==> config.mk <==
export PLATFORM = sky130hd
export DESIGN_NAME = prbs_seq_ctrl
export DESIGN_NICKNAME = d
export VERILOG_FILES = /design/src/rtl/prbs_seq_ctrl.sv
export SDC_FILE = /design/constraint.sdc
export NUM_CORES = 1
export LEC_CHECK = 0
export BUFFER_PORTS_ARGS = -buffer_cell sky130_fd_sc_hd__buf_2
export CORE_MARGIN = 1.5
export CORE_UTILIZATION = 55
export DETAILED_ROUTE_END_ITERATION = 16
export HOLD_SLACK_MARGIN = 0.1
export PLACE_DENSITY = 0.78
export SYNTH_ARGS = -nofsm -noshare
export SYNTH_HDL_FRONTEND = slang
export SYNTH_SLANG_ARGS = --single-unit
==> constraint.sdc <==
create_clock -name clk -period 2.56 [get_ports clk]
set_input_delay 0.256 -clock clk [delete_from_list [all_inputs] [get_ports clk]]
set_output_delay 0.256 -clock clk [all_outputs]
set_load 0.01 [all_outputs]
==> src/rtl/prbs_seq_ctrl.sv <==
// prbs_seq_ctrl: test sequencer for the PRBS-15 / byte-sequence-detector path.
// On start it emits a 32-bit marker (MSB byte first) a programmable number of
// times. It then forwards PRBS_BYTES generator bytes and waits a bounded time
// for the detector flag. A one-cycle report with pass/fail follows.
// Optional feature macro: PRBS_SEQ_CTRL_ABORT_EN adds an abort input that cuts
// any running sequence short with a failing report.
module prbs_seq_ctrl #(
    parameter logic [31:0] PATTERN    = 32'hCCDDEEFF,
    parameter int          PRBS_BYTES = 16,
    parameter int          TIMEOUT    = 8
) (
    input  logic       clk,
    input  logic       rst,
    input  logic       start,
    input  logic [1:0] n,
    input  logic [7:0] prbs_byte,
    input  logic       det_flag,
`ifdef PRBS_SEQ_CTRL_ABORT_EN
    input  logic       abort,
`endif
    output logic       prbs_en,
    output logic [7:0] byte_out,
    output logic       byte_vld,
    output logic       busy,
    output logic       done,
    output logic       pass
);

    localparam int CW = $clog2(PRBS_BYTES + 1);
    localparam int TW = (TIMEOUT > 1) ? $clog2(TIMEOUT) : 1;

    localparam logic [2:0] S_IDLE    = 3'd0;
    localparam logic [2:0] S_PATTERN = 3'd1;
    localparam logic [2:0] S_PRBS    = 3'd2;
    localparam logic [2:0] S_WAIT    = 3'd3;
    localparam logic [2:0] S_REPORT  = 3'd4;

    // Marker byte selected by the 2-bit byte index, MSB byte first.
    function automatic logic [7:0] pat_byte(input logic [1:0] idx);
        logic [7:0] b;
        case (idx)
            2'd0:    b = PATTERN[31:24];
            2'd1:    b = PATTERN[23:16];
            2'd2:    b = PATTERN[15:8];
            default: b = PATTERN[7:0];
        endcase
        return b;
    endfunction

    logic [2:0]    r_state;
    logic [1:0]    r_idx;
    logic [2:0]    r_rep;
    logic [2:0]    r_reps;
    logic [CW-1:0] r_cnt;
    logic [TW-1:0] r_tmr;
    logic          r_det_seen;
    logic [7:0]    r_byte_out;
    logic          r_byte_vld;
    logic          r_busy;
    logic          r_done;
    logic          r_pass;

    logic [2:0]    w_state_nxt;
    logic [1:0]    w_idx_nxt;
    logic [2:0]    w_rep_nxt;
    logic [2:0]    w_reps_nxt;
    logic [CW-1:0] w_cnt_nxt;
    logic [TW-1:0] w_tmr_nxt;
    logic          w_det_nxt;
    logic [7:0]    w_byte_nxt;
    logic          w_vld_nxt;
    logic          w_done_nxt;
    logic          w_pass_nxt;
    logic          w_det_live;
    logic          w_abort;

`ifdef PRBS_SEQ_CTRL_ABORT_EN
    assign w_abort = abort;
`else
    assign w_abort = 1'b0;
`endif

    // Detector flag seen so far, including the flag of the current cycle.
    assign w_det_live = r_det_seen | det_flag;

    assign prbs_en  = (r_state == S_PRBS);
    assign byte_out = r_byte_out;
    assign byte_vld = r_byte_vld;
    assign busy     = r_busy;
    assign done     = r_done;
    assign pass     = r_pass;

    // Next-state and next-output computation for the sequencer FSM.
    always_comb begin
        w_state_nxt = r_state;
        w_idx_nxt   = r_idx;
        w_rep_nxt   = r_rep;
        w_reps_nxt  = r_reps;
        w_cnt_nxt   = r_cnt;
        w_tmr_nxt   = r_tmr;
        w_det_nxt   = r_det_seen;
        w_byte_nxt  = r_byte_out;
        w_vld_nxt   = r_byte_vld;
        w_done_nxt  = 1'b0;
        w_pass_nxt  = r_pass;
        case (r_state)
            S_IDLE: begin
                if (start) begin
                    w_reps_nxt  = (n == 2'd0) ? 3'd4 : {1'b0, n};
                    w_det_nxt   = 1'b0;
                    w_pass_nxt  = 1'b0;
                    w_byte_nxt  = pat_byte(2'd0);
                    w_vld_nxt   = 1'b1;
                    w_idx_nxt   = 2'd1;
                    w_rep_nxt   = 3'd0;
                    w_cnt_nxt   = {CW{1'b0}};
                    w_tmr_nxt   = {TW{1'b0}};
                    w_state_nxt = S_PATTERN;
                end else begin
                    w_state_nxt = S_IDLE;
                end
            end
            S_PATTERN: begin
                w_det_nxt = w_det_live;
                if (w_abort) begin
                    w_vld_nxt   = 1'b0;
                    w_done_nxt  = 1'b1;
                    w_pass_nxt  = 1'b0;
                    w_state_nxt = S_REPORT;
                end else if ((r_idx == 2'd0) && (r_rep == r_reps)) begin
                    // All 4*reps marker bytes are out; first PRBS byte follows.
                    w_byte_nxt  = prbs_byte;
                    w_cnt_nxt   = CW'(1);
                    w_state_nxt = S_PRBS;
                end else begin
                    w_byte_nxt = pat_byte(r_idx);
                    w_idx_nxt  = r_idx + 2'd1;
                    if (r_idx == 2'd3) begin
                        w_rep_nxt = r_rep + 3'd1;
                    end else begin
                        w_rep_nxt = r_rep;
                    end
                end
            end
            S_PRBS: begin
                w_det_nxt = w_det_live;
                if (w_abort) begin
                    w_vld_nxt   = 1'b0;
                    w_done_nxt  = 1'b1;
                    w_pass_nxt  = 1'b0;
                    w_state_nxt = S_REPORT;
                end else if (r_cnt == CW'(PRBS_BYTES)) begin
                    w_vld_nxt   = 1'b0;
                    w_tmr_nxt   = {TW{1'b0}};
                    w_state_nxt = S_WAIT;
                end else begin
                    w_byte_nxt = prbs_byte;
                    w_cnt_nxt  = r_cnt + CW'(1);
                end
            end
            S_WAIT: begin
                w_det_nxt = w_det_live;
                if (w_abort) begin
                    w_done_nxt  = 1'b1;
                    w_pass_nxt  = 1'b0;
                    w_state_nxt = S_REPORT;
                end else if (r_det_seen || (r_tmr == TW'(TIMEOUT - 1))) begin
                    // The flag of the final timer cycle still counts toward pass.
                    w_done_nxt  = 1'b1;
                    w_pass_nxt  = w_det_live;
                    w_state_nxt = S_REPORT;
                end else begin
                    w_tmr_nxt = r_tmr + TW'(1);
                end
            end
            S_REPORT: begin
                w_state_nxt = S_IDLE;
            end
            default: begin
                w_vld_nxt   = 1'b0;
                w_state_nxt = S_IDLE;
            end
        endcase
    end

    // State, counters and registered outputs; async active-low reset.
    always_ff @(posedge clk or negedge rst) begin
        if (!rst) begin
            r_state    <= S_IDLE;
            r_idx      <= 2'd0;
            r_rep      <= 3'd0;
            r_reps     <= 3'd0;
            r_cnt      <= {CW{1'b0}};
            r_tmr      <= {TW{1'b0}};
            r_det_seen <= 1'b0;
            r_byte_out <= 8'd0;
            r_byte_vld <= 1'b0;
            r_busy     <= 1'b0;
            r_done     <= 1'b0;
            r_pass     <= 1'b0;
        end else begin
            r_state    <= w_state_nxt;
            r_idx      <= w_idx_nxt;
            r_rep      <= w_rep_nxt;
            r_reps     <= w_reps_nxt;
            r_cnt      <= w_cnt_nxt;
            r_tmr      <= w_tmr_nxt;
            r_det_seen <= w_det_nxt;
            r_byte_out <= w_byte_nxt;
            r_byte_vld <= w_vld_nxt;
            r_busy     <= (w_state_nxt != S_IDLE);
            r_done     <= w_done_nxt;
            r_pass     <= w_pass_nxt;
        end
    end

endmodule
==> impl_metrics.yaml <==
timing:
  max_slew_margin: 0.539
  clock.fmax_mhz: 451
  tightest_slew_ns: 0.692
  fin_ws_ns: 0.344
  drv_slew: 0
  setup_viol: 0
  rsz0062_at_grt: "no"
  min_period_ns: 2.22
  skew_ns: 0.00943
  hold_viol: 0
  tns_ns: 0
  min_period_over_period: 0.866
critical_path:
  rr_worst_depth: 4
  worst-setup-path-type: "reg2reg"
  crit_fanout: 19
  critPathLaunchType: "flop"
  crit_chain: "or3b_4, a41oi_2, nor3_2, o221a_2"
  worstPathRequired_ns: 2.79
  crit_arrival_ns: 2.45
  cp_slowest_cell: "dfrtp_1"
  cp_slowest_stage_delay_ns: 0.61
  r2r_end: "r_cnt[0]"
  endpoint_kind: "flop"
  critPathLaunch: "r_state[2]"
  reg2reg_from: "r_state[2]"
  r2r_setup_slack_ns: 0.34
synthesis:
  avgSynthCellArea_um2: 10.3
  synth_seq_cells: 32
  synth_cells: 162
  ys.warnings.count: 0
  synth_cell_types: 45
  yosysSeqAreaShare: 0.479
  syn_area_um2: 1670
  synth_top_flop_cell: "dfrtp_1"
  async_flop_share: 1.00
  synth_edf_count: 0
  synth_nets: 185
clocking:
  cts_sinks: 32
  clk_latency_ns: 0.34
  cts_root_buf: "clkbuf_4"
  cts_buffers: 5
  cts_hold_buffers: 1
  clk_pin_slew_ns: 0.10
  clock_path_buffers: 2
  cts_setup_buffers: 0
  cts_tree: "done"
  htree_levels: 2
  ctsResizeCount: 0
placed_design:
  dp_hpwl_mm: 2.47
  dp.cells: 214
  pre_cts_ws_ns: 0.402
  port_buffers: 26
  place_congestion: 0.874
worst_hold_path:
  min_to: "r_reps[2]"
  hold-path-cell-count: 2
  hold_start: "n[0]"
  holdCritPathClass: "in2reg"
cells_and_area:
  antenna_cells: 0
  instances_no_fill: 223
  drive_above_1_share: 0.224
  nNetsFinal: 214
  syn_to_final_growth_pct: 12.8
  fillers: 215
drt:
  wl_per_cell_um: 15.0
  drt-total-wl_mm: 3.35
  drtPass1Iterations: 6
  drc: 0
  drt-vias-per-instance: 6.15
  num_vias: 1371
  ant_nets: 0
  drt_iter0_drc: 71
power:
  p_clk_frac: 0.137
  intPower_w: 0.00125
  p_sw_frac: 0.422
  power_w: 0.00217
  seq_power_share: 0.388
  p_sw_w: 0.000916
  p_comb_frac: 0.474
  p_leak_nw: 0.877
  ir_drop_v: 0.000557
  power_density_nw_per_um2: 1150
die:
  die_x_um: 58.2
  core_area_um2: 2830
  initial_core_util: 0.591
  fp-row-count: 19
  ios: 27
  die_h_um: 58.2
  dieArea_um2: 3380
global_route:
  grt_use_total: 0.226
  grt_start_max_net_pins: 33
  grt_pass1_vias: 1292
  grt_pass1_wl_mm: 5.80
  gr-total-overflow: 0
  antenna_found_initial: 0
outcome:
  status: "completed"
run:
  cap_violations: 0
==> sequential cells by signal (all words and copies together) (netlist names) <==
name	count
byte_out	8
r_idx	2
r_tmr	3
pass	1
r_det_seen	1
busy	1
r_cnt	5
done	1
byte_vld	1
r_state	3
r_rep	3
r_reps	3
==> critical path: cells and delay by family, from the launching register on <==
kind | cells | cell delay, ns
AOI/OAI and AO/OA | 2 | 0.79
and+or+nand+nor | 2 | 0.71
DFF | 1 | 0.61
==> worst max path at each step <==
stage                     endpoint  slack, ns
after detailed placement  r_cnt[0]       0.40
after global routing      r_cnt[0]       0.25
after global placement    r_cnt[0]       0.48
after floorplan           r_cnt[0]       0.78
final                     r_cnt[0]       0.34
after CTS                 r_cnt[0]       0.39
==> routing by layer <==
layer	vias to the layer above	track usage	share of wire
met5	-	0	0
li1	655	-	-
met4	0	0.106	0.019
met3	8	0.0513	0.035
met1	677	0.295	0.46
met2	31	0.357	0.49
==> metrics by stage <==
step           hold slack [ns]   util  area (µm²)
6_report                 0.109  0.667        1890
5_1_grt                  0.111  0.667        1890
4_1_cts                  0.107  0.667        1890
3_5_place_dp             0.337  0.643        1820
3_3_place_gp             0.332  0.643        1820
2_1_floorplan          -0.0396      -        1670
==> placed cells by master, fill, tap and decap left out, types with 2 or more instances in the layout <==
master     netlist  final
dfrtp_1         32     32
buf_2            4     26
nand2_1         15     15
a21oi_1         12     12
inv_1            9      9
ha_1             9      9
nor2_1           8      8
nor3_1           7      7
o21ai_0          5      5
clkbuf_4         0      5
o31ai_1          4      4
a2bb2oi_1        4      4
o2bb2ai_1        4      4
nand2b_1         3      3
xnor2_1          3      3
or2_2            3      3
a31oi_1          3      3
nand3_1          3      3
mux2i_1          3      3
a22o_1           2      2
a41oi_1          2      2
o211ai_1         2      2
o311ai_0         2      2
clkbuf_1         0      2
==> cell usage after synthesis, drive strengths merged, types with 6 or more instances <==
library cell | instances | share of area
a21oi | 12 | 0.036
inv | 9 | 0.020
nor2 | 8 | 0.018
buf | 6 | 0.019
o21ai | 6 | 0.018
dfrtp | 32 | 0.48
nor3 | 8 | 0.027
nand2 | 15 | 0.034
ha | 9 | 0.067
==> kinds of logic (layout without fill, tap and decap cells) <==
kind of cell | count (synthesis) | in the layout | synth area share
AND/OR/NAND/NOR | 51 | 51 | 0.169
AO/OA/AOI/OAI | 48 | 48 | 0.206
flip-flops | 32 | 32 | 0.479
buffers and inverters | 15 | 45 | 0.0389
adder cells (fa/ha/maj) | 9 | 9 | 0.0673
multiplexers | 4 | 4 | 0.0247
XOR/XNOR | 3 | 3 | 0.0157
==> cell type report <==
type | instances | area [µm²] | share of cell area
inverters | 9 | 33.8 | 0.0179
repair buffers | 28 | 148 | 0.0782
clock buffers | 8 | 58.8 | 0.0312
flip-flops and latches | 32 | 801 | 0.424
well taps | 31 | 38.8 | 0.0206
multi-input cells | 115 | 807 | 0.428
==> power groups by stage <==
stage	logic, W	registers, W	clock network [W]
3_3_place_gp	0.000973	0.000834	0
3_5_place_dp	0.00102	0.000849	0
6_report	0.00103	0.000842	0.000298
2_1_floorplan	0.000812	0.000808	0
5_1_grt	0.00116	0.000868	0.000330
4_1_cts	0.00103	0.000839	0.000305
Power figures use the tool's default switching activity.
